### config.mk
export PLATFORM = sky130hd
export DESIGN_NAME = vc_queue
export DESIGN_NICKNAME = d
export VERILOG_FILES = /design/src/rtl/vc_queue.sv
export SDC_FILE = /design/constraint.sdc
export NUM_CORES = 2
export LEC_CHECK = 0
export CAP_MARGIN = 20
export CORE_UTILIZATION = 56
export CTS_CLUSTER_DIAMETER = 30
export DETAILED_ROUTE_END_ITERATION = 10
export HOLD_SLACK_MARGIN = 0.03
export PLACE_DENSITY = 0.75
export RECOVER_POWER = 25
export SLEW_MARGIN = 20
export SYNTH_ARGS = -nofsm -noshare
export SYNTH_HDL_FRONTEND = slang
export SYNTH_SLANG_ARGS = --single-unit
export TNS_END_PERCENT = 1
### constraint.sdc
create_clock -name clk -period 10.9 [get_ports clk]
set_input_delay 2.18 -clock clk [delete_from_list [all_inputs] [get_ports clk]]
set_output_delay 2.18 -clock clk [all_outputs]
set_load 0.05 [all_outputs]
### src/rtl/vc_queue.sv
// vc_queue: NUM_VC independent FIFOs behind a single push port and a single pop port.
// Each port is steered by a VC index. Per-VC status (non-empty, almost-full, occupancy)
// is derived only from the registered counts.
// Optional feature: define VC_QUEUE_FLUSH_EN to add the flush_vc_i per-VC clear input.
module vc_queue #(
    parameter int unsigned NUM_VC          = 4,
    parameter int unsigned NUM_ENTRIES     = 8,
    parameter int unsigned DATA_WIDTH      = 128,
    parameter int unsigned AFULL_THRESHOLD = NUM_ENTRIES - 2,
    localparam int unsigned VCW            = (NUM_VC > 1) ? $clog2(NUM_VC) : 1,
    localparam int unsigned PW             = $clog2(NUM_ENTRIES),
    localparam int unsigned CW             = $clog2(NUM_ENTRIES + 1)
) (
    input  logic                     clk,
    input  logic                     rst_n,
    input  logic [DATA_WIDTH-1:0]    push_data_i,
    input  logic [VCW-1:0]           push_vc_i,
    input  logic                     push_valid_i,
    output logic                     push_ready_o,
    input  logic [VCW-1:0]           pop_vc_i,
    input  logic                     pop_ready_i,
`ifdef VC_QUEUE_FLUSH_EN
    input  logic [NUM_VC-1:0]        flush_vc_i,
`endif
    output logic                     pop_valid_o,
    output logic [DATA_WIDTH-1:0]    pop_data_o,
    output logic [NUM_VC-1:0]        vc_valid_o,
    output logic [NUM_VC-1:0]        vc_afull_o,
    output logic [NUM_VC*CW-1:0]     vc_count_o
);

    localparam logic [CW-1:0] FullCount = CW'(NUM_ENTRIES);

    logic [DATA_WIDTH-1:0] mem_q [NUM_VC][NUM_ENTRIES];

    logic [PW-1:0] head_q  [NUM_VC];
    logic [PW-1:0] head_d  [NUM_VC];
    logic [PW-1:0] tail_q  [NUM_VC];
    logic [PW-1:0] tail_d  [NUM_VC];
    logic [CW-1:0] count_q [NUM_VC];
    logic [CW-1:0] count_d [NUM_VC];

    logic              push_in_range;
    logic              pop_in_range;
    logic [VCW-1:0]    push_idx;
    logic [VCW-1:0]    pop_idx;
    logic              push_fire;
    logic [NUM_VC-1:0] push_fire_vc;
    logic [NUM_VC-1:0] pop_fire_vc;
    logic [NUM_VC-1:0] flush;

`ifdef VC_QUEUE_FLUSH_EN
    assign flush = flush_vc_i;
`else
    assign flush = '0;
`endif

    // Out-of-range indices are folded to VC0 so array reads stay in bounds; the
    // in-range flags gate every use of the folded index.
    assign push_in_range = 32'(push_vc_i) < NUM_VC;
    assign pop_in_range  = 32'(pop_vc_i) < NUM_VC;
    assign push_idx      = push_in_range ? push_vc_i : '0;
    assign pop_idx       = pop_in_range ? pop_vc_i : '0;

    // Handshake outputs: full/empty come from the count alone, no pass-through on full.
    always_comb begin
        push_ready_o = push_in_range && (count_q[push_idx] != FullCount);
        pop_valid_o  = pop_in_range && (count_q[pop_idx] != '0);
        pop_data_o   = pop_in_range ? mem_q[pop_idx][tail_q[pop_idx]] : '0;
        push_fire    = push_valid_i && push_ready_o;
    end

    // Decode the shared push/pop ports into per-VC fire strobes.
    always_comb begin
        push_fire_vc = '0;
        pop_fire_vc  = '0;
        for (int unsigned v = 0; v < NUM_VC; v++) begin
            push_fire_vc[v] = push_fire && (push_idx == VCW'(v));
            pop_fire_vc[v]  = pop_ready_i && pop_valid_o && (pop_idx == VCW'(v));
        end
    end

    // Per-VC pointer and occupancy next state; a flush overrides any push/pop that cycle.
    always_comb begin
        for (int unsigned v = 0; v < NUM_VC; v++) begin
            head_d[v]  = head_q[v];
            tail_d[v]  = tail_q[v];
            count_d[v] = count_q[v];
            if (push_fire_vc[v]) begin
                head_d[v] = head_q[v] + PW'(1);
            end
            if (pop_fire_vc[v]) begin
                tail_d[v] = tail_q[v] + PW'(1);
            end
            unique case ({push_fire_vc[v], pop_fire_vc[v]})
                2'b10:   count_d[v] = count_q[v] + CW'(1);
                2'b01:   count_d[v] = count_q[v] - CW'(1);
                default: count_d[v] = count_q[v];
            endcase
            if (flush[v]) begin
                head_d[v]  = '0;
                tail_d[v]  = '0;
                count_d[v] = '0;
            end
        end
    end

    // Pointer and count registers, cleared asynchronously.
    always_ff @(posedge clk or negedge rst_n) begin
        if (!rst_n) begin
            for (int unsigned v = 0; v < NUM_VC; v++) begin
                head_q[v]  <= '0;
                tail_q[v]  <= '0;
                count_q[v] <= '0;
            end
        end else begin
            for (int unsigned v = 0; v < NUM_VC; v++) begin
                head_q[v]  <= head_d[v];
                tail_q[v]  <= tail_d[v];
                count_q[v] <= count_d[v];
            end
        end
    end

    // Flit storage is not reset; a flushed write is harmless since the head is cleared.
    always_ff @(posedge clk) begin
        if (push_fire) begin
            mem_q[push_idx][head_q[push_idx]] <= push_data_i;
        end
    end

    // Status outputs derived purely from registered counts.
    always_comb begin
        vc_valid_o = '0;
        vc_afull_o = '0;
        vc_count_o = '0;
        for (int unsigned v = 0; v < NUM_VC; v++) begin
            vc_valid_o[v]            = count_q[v] != '0;
            vc_afull_o[v]            = 32'(count_q[v]) >= AFULL_THRESHOLD;
            vc_count_o[v*CW +: CW]   = count_q[v];
        end
    end

endmodule

# Word-level counts from Yosys, hierarchy flattened
# Memory sizes are Yosys's and may differ from the RTL's.
# Cells that the tools add are included.
# Widths: inputs -> output; s select.
[op_classes] addsub=16 order_cmp=9 eq_ne=15 muxes=23 n_bitwise=4 reduce_logical=22
[op_table] op="$mux 1024" count=1
[op_table] op="$bmux 128 s3" count=1
[op_table] op="$demux 128 s3" count=1
[op_table] op="$mux 128" count=3
[op_table] op="$pmux 4 s2" count=4
[op_table] op="$add 3x1->3 const B" count=8
[op_table] op="$reduce_bool 4->1" count=5
[op_table] op="$add 4x1->4 const B" count=4
[op_table] op="$bmux 4 s2" count=2
[op_table] op="$eq 2x2->1 const B" count=8
[op_table] op="$ge 4x3->1 const B" count=4
[op_table] op="$mux 4" count=4
[op_table] op="$sub 4x1->4 const B" count=4
[op_table] op="$bmux 3 s2" count=2
[op_table] op="$eq 2x1->1 const B" count=6
[op_table] op="$mux 3" count=4
[op_table] op="$logic_and 1x1->1" count=11
[op_table] op="$ge 4x4->1 const B" count=2
[op_table] op="$not 3->4" count=2
[op_table] op="$reduce_bool 2->1" count=4
[op_table] op="$ge 3x3->1 const B" count=2
[op_table] op="$not 2->3" count=2
[op_table] op="$logic_not 2->1" count=2
[op_table] op="$lt 4x1->1 const B" count=1
[op_table] op="other kinds (2)" count=2
[totals] ff_bits=40 ram_bits=4096 in_bits=136 out_inout_bits=154 elab_cells=102 memories=1
[mem_list] memory="mem_q" words=4 word_bits=1024 read_ports=1 rd_clocked_by_memory_dff=0 wr=1 line="34" source="logic [DATA_WIDTH-1:0] mem_q [NUM_VC][NUM_ENTRIES];"

# Logic depth before layout (Yosys ltp)
[depth] ltp_word=10 depth_mapped=13 ltp_nobuf=12

# Worst setup path before layout
# Ideal clock, no wire load.
[synth_timing] path_type="input to register" start="in push_vc_i[1]" end="mem mem_q[1][128] (netlist bit), enable pin" setup_ns=0.772 arrival_time_ns=12.265 required_time_ns=10.128 path_slack_ns=-2.138 path_stages=6 n_path_buf=2 path_cell_list="clkbuf_1 mux4_2 o21ai_1 buf_2 nand3_1 nor3_1"
[synth_via] elab_cells_between_ends=17 classes_between="order compare: 2; eq/ne: 1; mux: 10; bitwise: 2; reduce/logical: 2"
[synth_rtl] element="start, declared" line="17" source="input logic [VCW-1:0] push_vc_i,"
[synth_rtl] element="$not 2->3 (implied by the code)" line="67" source="push_ready_o = push_in_range && (count_q[push_idx] != FullCount);"
[synth_rtl] element="$bmux 4 s2" line="67"
[synth_rtl] element="$mux 4 (implied by the code) (2 in a row)" line="67"
[synth_rtl] element="$ne 4x4->1" line="67"
[synth_rtl] element="via push_ready_o" line="19" source="output logic push_ready_o,"
[synth_rtl] element="$logic_and 1x1->1" line="70" source="push_fire = push_valid_i && push_ready_o;"
[synth_rtl] element="$mux 1" line="127" source="if (push_fire) begin"
[synth_rtl] element="$mux 1024 (implied by the code)" line="128" source="mem_q[push_idx][head_q[push_idx]] <= push_data_i;"
[synth_rtl] element="end, declared" line="34"
# The timed path passes the listed nets, and every way through them passes these cells. The select of a mux whose other input is x is not followed.

# Worst setup path after layout
[layout_timing] start="in pop_vc_i[1]" end="out pop_data_o[68]"
[layout_via] elab_chain_len=8 elab_cells_between_ends=9 classes_between="mux: 6; bitwise: 2; memory: 1"
[layout_lines] element="start, declared" line="20" source="input logic [VCW-1:0] pop_vc_i,"
[layout_lines] element="$not 2->3 (implied by the code)" line="69" source="pop_data_o = pop_in_range ? mem_q[pop_idx][tail_q[pop_idx]] : '0;"
[layout_lines] element="$bmux 3 s2" line="69"
[layout_lines] element="$mux 3 (implied by the code) (2 in a row)" line="69"
[layout_lines] element="$not 3->4 (implied by the code)" line="69"
[layout_lines] element="$bmux 128 s3 (*)" line="69"
[layout_lines] element="$mux 128 (implied by the code) (*) (2 in a row)" line="69"
[layout_lines] element="end, declared" line="26" source="output logic [DATA_WIDTH-1:0] pop_data_o,"
# Every way passes the cells marked *; elsewhere a longest branch is shown, timed or not. The select of a mux whose other input is x is not followed.

==> results.sh <==
export IMPL_status="finished, violations left"
export IMPL_violations="max-capacitance violations, max-slew violations"
export IMPL_yosysSeqAreaShare_pct=77.6
export IMPL_slew_violations=41
export IMPL_finalCriticalPeriod_ns=8.75
export IMPL_hold_depth=1
export IMPL_yosysUniqueCellTypes=43
export IMPL_use_met2_pct=47.0
export IMPL_synth_edf_count=4096
export IMPL_ioPinCount=290
export IMPL_setup_worst_path_end_class="output pin"
export IMPL_timing_fmax_mhz=114
export IMPL_core_area_um2=283000
export IMPL_clockBufferDepth=4
export IMPL_crit_required_ns=8.72
export IMPL_hold_slack_ns=0.468
export IMPL_initial_core_util_pct=56.4
export IMPL_cts_sinks=4136
export IMPL_nets=7362
export IMPL_syn_cell_area_um2=160000
export IMPL_regToRegStartpoint="vc_count_o[7]"
export IMPL_finish_utilization_pct=66.9
export IMPL_drtIter0Drc=9886
export IMPL_cts_htree_levels=6
export IMPL_synth_top_area_share_pct=77.0
export IMPL_wirelength_mm=403
export IMPL_grt_overflow=0
export IMPL_met1_usage_pct=37.3
export IMPL_placedCellCount=10300
export IMPL_wl_per_cell_um=35.1
export IMPL_clock_skew_ns=0.0853
export IMPL_syn_inst=6478
export IMPL_cp_max_fo=58
export IMPL_yosysWarnings=0
export IMPL_grt_pass1_wl_mm=576
export IMPL_cp_start_kind="primary input"
export IMPL_top_usage_layer="met2"
export IMPL_synth_top_area_cell="edfxtp_1"
export IMPL_via_per_inst=6.64
export IMPL_tns_ns=0
export IMPL_rows=195
export IMPL_cts_hold_buf=0
export IMPL_critPathArrivalTime_ns=6.57
export IMPL_root_buffer="clkbuf_16"
export IMPL_maxCapViolCount=1
export IMPL_final_cell_count_no_fill=11500
export IMPL_synthFlopType="edfxtp_1"
export IMPL_track_usage_pct=28.2
export IMPL_area_delta_synth_final_pct=18.6
export IMPL_p_leak_uw=0.0609
export IMPL_synth_async_sr_flop_share_pct=0.967
export IMPL_min_path_type="register to register"
export IMPL_met3_usage_pct=5.20
export IMPL_gp_congestion=0.737
export IMPL_r2r_slack_ns=6.54
export IMPL_antenna_found_initial=50
export IMPL_antenna_left=0
export IMPL_numPortBuffers=289
export IMPL_p_per_area_nw_per_um2=255
export IMPL_crit_type="primary input to output pin"
export IMPL_ys_ff_latch=4136
export IMPL_ctsResizeCount=0
export IMPL_min_from="head_q[8]"
export IMPL_slew_headroom_pct=-52.1
export IMPL_clk_pin_slew_worst_paths_ns=0.04
export IMPL_r2r_cells=7
export IMPL_timing_rr_end="mem_q[2][303]"
export IMPL_peakVddDrop_mv=0.247
export IMPL_drc=0
export IMPL_worstHoldEndpoint="head_q[8]"
export IMPL_hold_viol_final=0
export IMPL_rsz0062_at_grt="false"
export IMPL_synth_fp_nets=6638
export IMPL_power_uw=48300
export IMPL_synthTopCellsByArea="edfxtp_1 77%, mux4_2 15%, mux2i_1 1.6%"
export IMPL_clock_latency_ns=1.07
export IMPL_syn_area_per_cell_um2=24.7
export IMPL_grt_pass1_vias=80900
export IMPL_die_w_um=536
export IMPL_die_area_um2=287000
export IMPL_post_cts_setup_buffers=0
export IMPL_grt_max_degree=165
export IMPL_cts_tree="built"
export IMPL_firstDrtPassIters=5
export IMPL_hpwl_mm=182
export IMPL_min_period_over_period_pct=80.3
export IMPL_dr_total_vias=76300
export IMPL_layout_drive_gt1_share_pct=35.2
export IMPL_numCtsBuffers=623
export IMPL_finalSetupViolCount=0
export IMPL_die_h_um=536
export IMPL_tightest_slew_ns=2.28
-- area by class of cell --
class / count / area, µm²
flip-flops and latches: 4136 / 124000
fillers: 16400 / 93700
multi-input cells: 1978 / 34000
clock buffers: 681 / 15800
clock inverters: 468 / 6010
well taps: 3743 / 4680
repair buffers: 448 / 4670
diodes: 28 / 70.1
inverters: 15 / 56.3
-- where the power goes --
group | internal, µW | switching (µW) | total [µW]
clock | 12700 | 7750 | 20400
sequential | 18300 | 242 | 18500
combinational | 3130 | 6230 | 9360
-- stage by stage --
step | cell area, µm² | setup WS [ns]
floorplan | 160000 | -2.14
global placement | 167000 | 2.03
detailed placement | 167000 | 2.14
CTS | 189000 | 2.07
global route | 189000 | 2.05
finish | 189000 | 2.15
-- critical path: stages --
cell and delay (ns):
buf_8 0.39, mux4_4 1.11, buf_4 0.74, mux2_2 0.31
o22ai_2 0.09, a221oi_1 0.67, clkdlybuf4s50_1 0.96
-- Yosys cell counts, types with 10 or more instances --
library cell / n
nor2_1: 32
o22ai_1: 19
mux2i_1: 263
dfrtp_1: 40
buf_2: 202
nor3_1: 10
o22ai_2: 110
clkbuf_1: 68
buf_6: 30
a221oi_1: 18
xnor2_1: 19
xor2_1: 13
inv_1: 15
a221oi_2: 110
buf_1: 20
edfxtp_1: 4096
mux2_2: 123
mux2_1: 17
ha_1: 20
buf_4: 29
mux2_4: 125
nand2_1: 19
mux4_2: 1030
-- kinds of logic (layout without fill, tap and decap cells) --
group                      count (synthesis)  count (layout)  share of synthesized area [%]
DFF                                     4136            4136                           77.6
buffers and inverters                    364            1612                           1.22
adders and majority gates                 24              24                          0.207
AOI/OAI and AO/OA                        275             275                           2.14
muxes                                   1558            1558                           18.3
xor gates and xnor gates                  32              32                          0.176
and+or+nand+nor                           89              89                          0.268
other                                      0              28                              0
-- cell usage in the layout, fill, tap and decap left out, drive strengths merged, types with 2 or more instances in the layout --
| cell type | synthesis | final |
|---|---|---|
| ha | 20 | 20 |
| a21oi | 4 | 4 |
| xnor2 | 19 | 19 |
| inv | 15 | 95 |
| nand2 | 19 | 19 |
| o22ai | 129 | 129 |
| clkbuf | 68 | 696 |
| nor3 | 10 | 10 |
| a221oi | 128 | 128 |
| and4b | 2 | 2 |
| a21o | 8 | 8 |
| dfrtp | 40 | 40 |
| nand2b | 5 | 5 |
| buf | 281 | 160 |
| fa | 4 | 4 |
| diode | 0 | 28 |
| mux2 | 265 | 265 |
| edfxtp | 4096 | 4096 |
| or3 | 2 | 2 |
| o21ai | 5 | 5 |
| nand3 | 8 | 8 |
| xor2 | 13 | 13 |
| mux4 | 1030 | 1030 |
| or2 | 3 | 3 |
| clkinv | 0 | 236 |
| dlygate4sd3 | 0 | 62 |
| clkdlybuf4s50 | 0 | 211 |
| bufinv | 0 | 81 |
| clkinvlp | 0 | 71 |
| mux2i | 263 | 263 |
| nor2 | 32 | 32 |
-- per-layer routing --
metal,vias to the layer above,part of all wire (%)
met5,-,0.043
met4,26,3.7
met1,41000,36
li1,29800,-
met2,4714,51
met3,861,9.5
-- registers in the layout (all words and copies together) (netlist names) --
signal and cells:
mem_q 4096, vc_count_o 16, head_q 12, tail_q 12
-- worst max-delay path by stage --
stage,depth (start not counted),slack (ns),to,startpoint
4_1_cts,7,2.07,pop_data_o[68],pop_vc_i[0]
3_3_place_gp,7,2.03,pop_data_o[68],pop_vc_i[0]
5_1_grt,7,2.05,pop_data_o[49],pop_vc_i[0]
2_1_floorplan,6,-2.14,mem_q[1][128],push_vc_i[1]
6_report,7,2.15,pop_data_o[68],pop_vc_i[1]
3_5_place_dp,7,2.14,pop_data_o[68],pop_vc_i[0]
(Power assumes the default switching activity.)
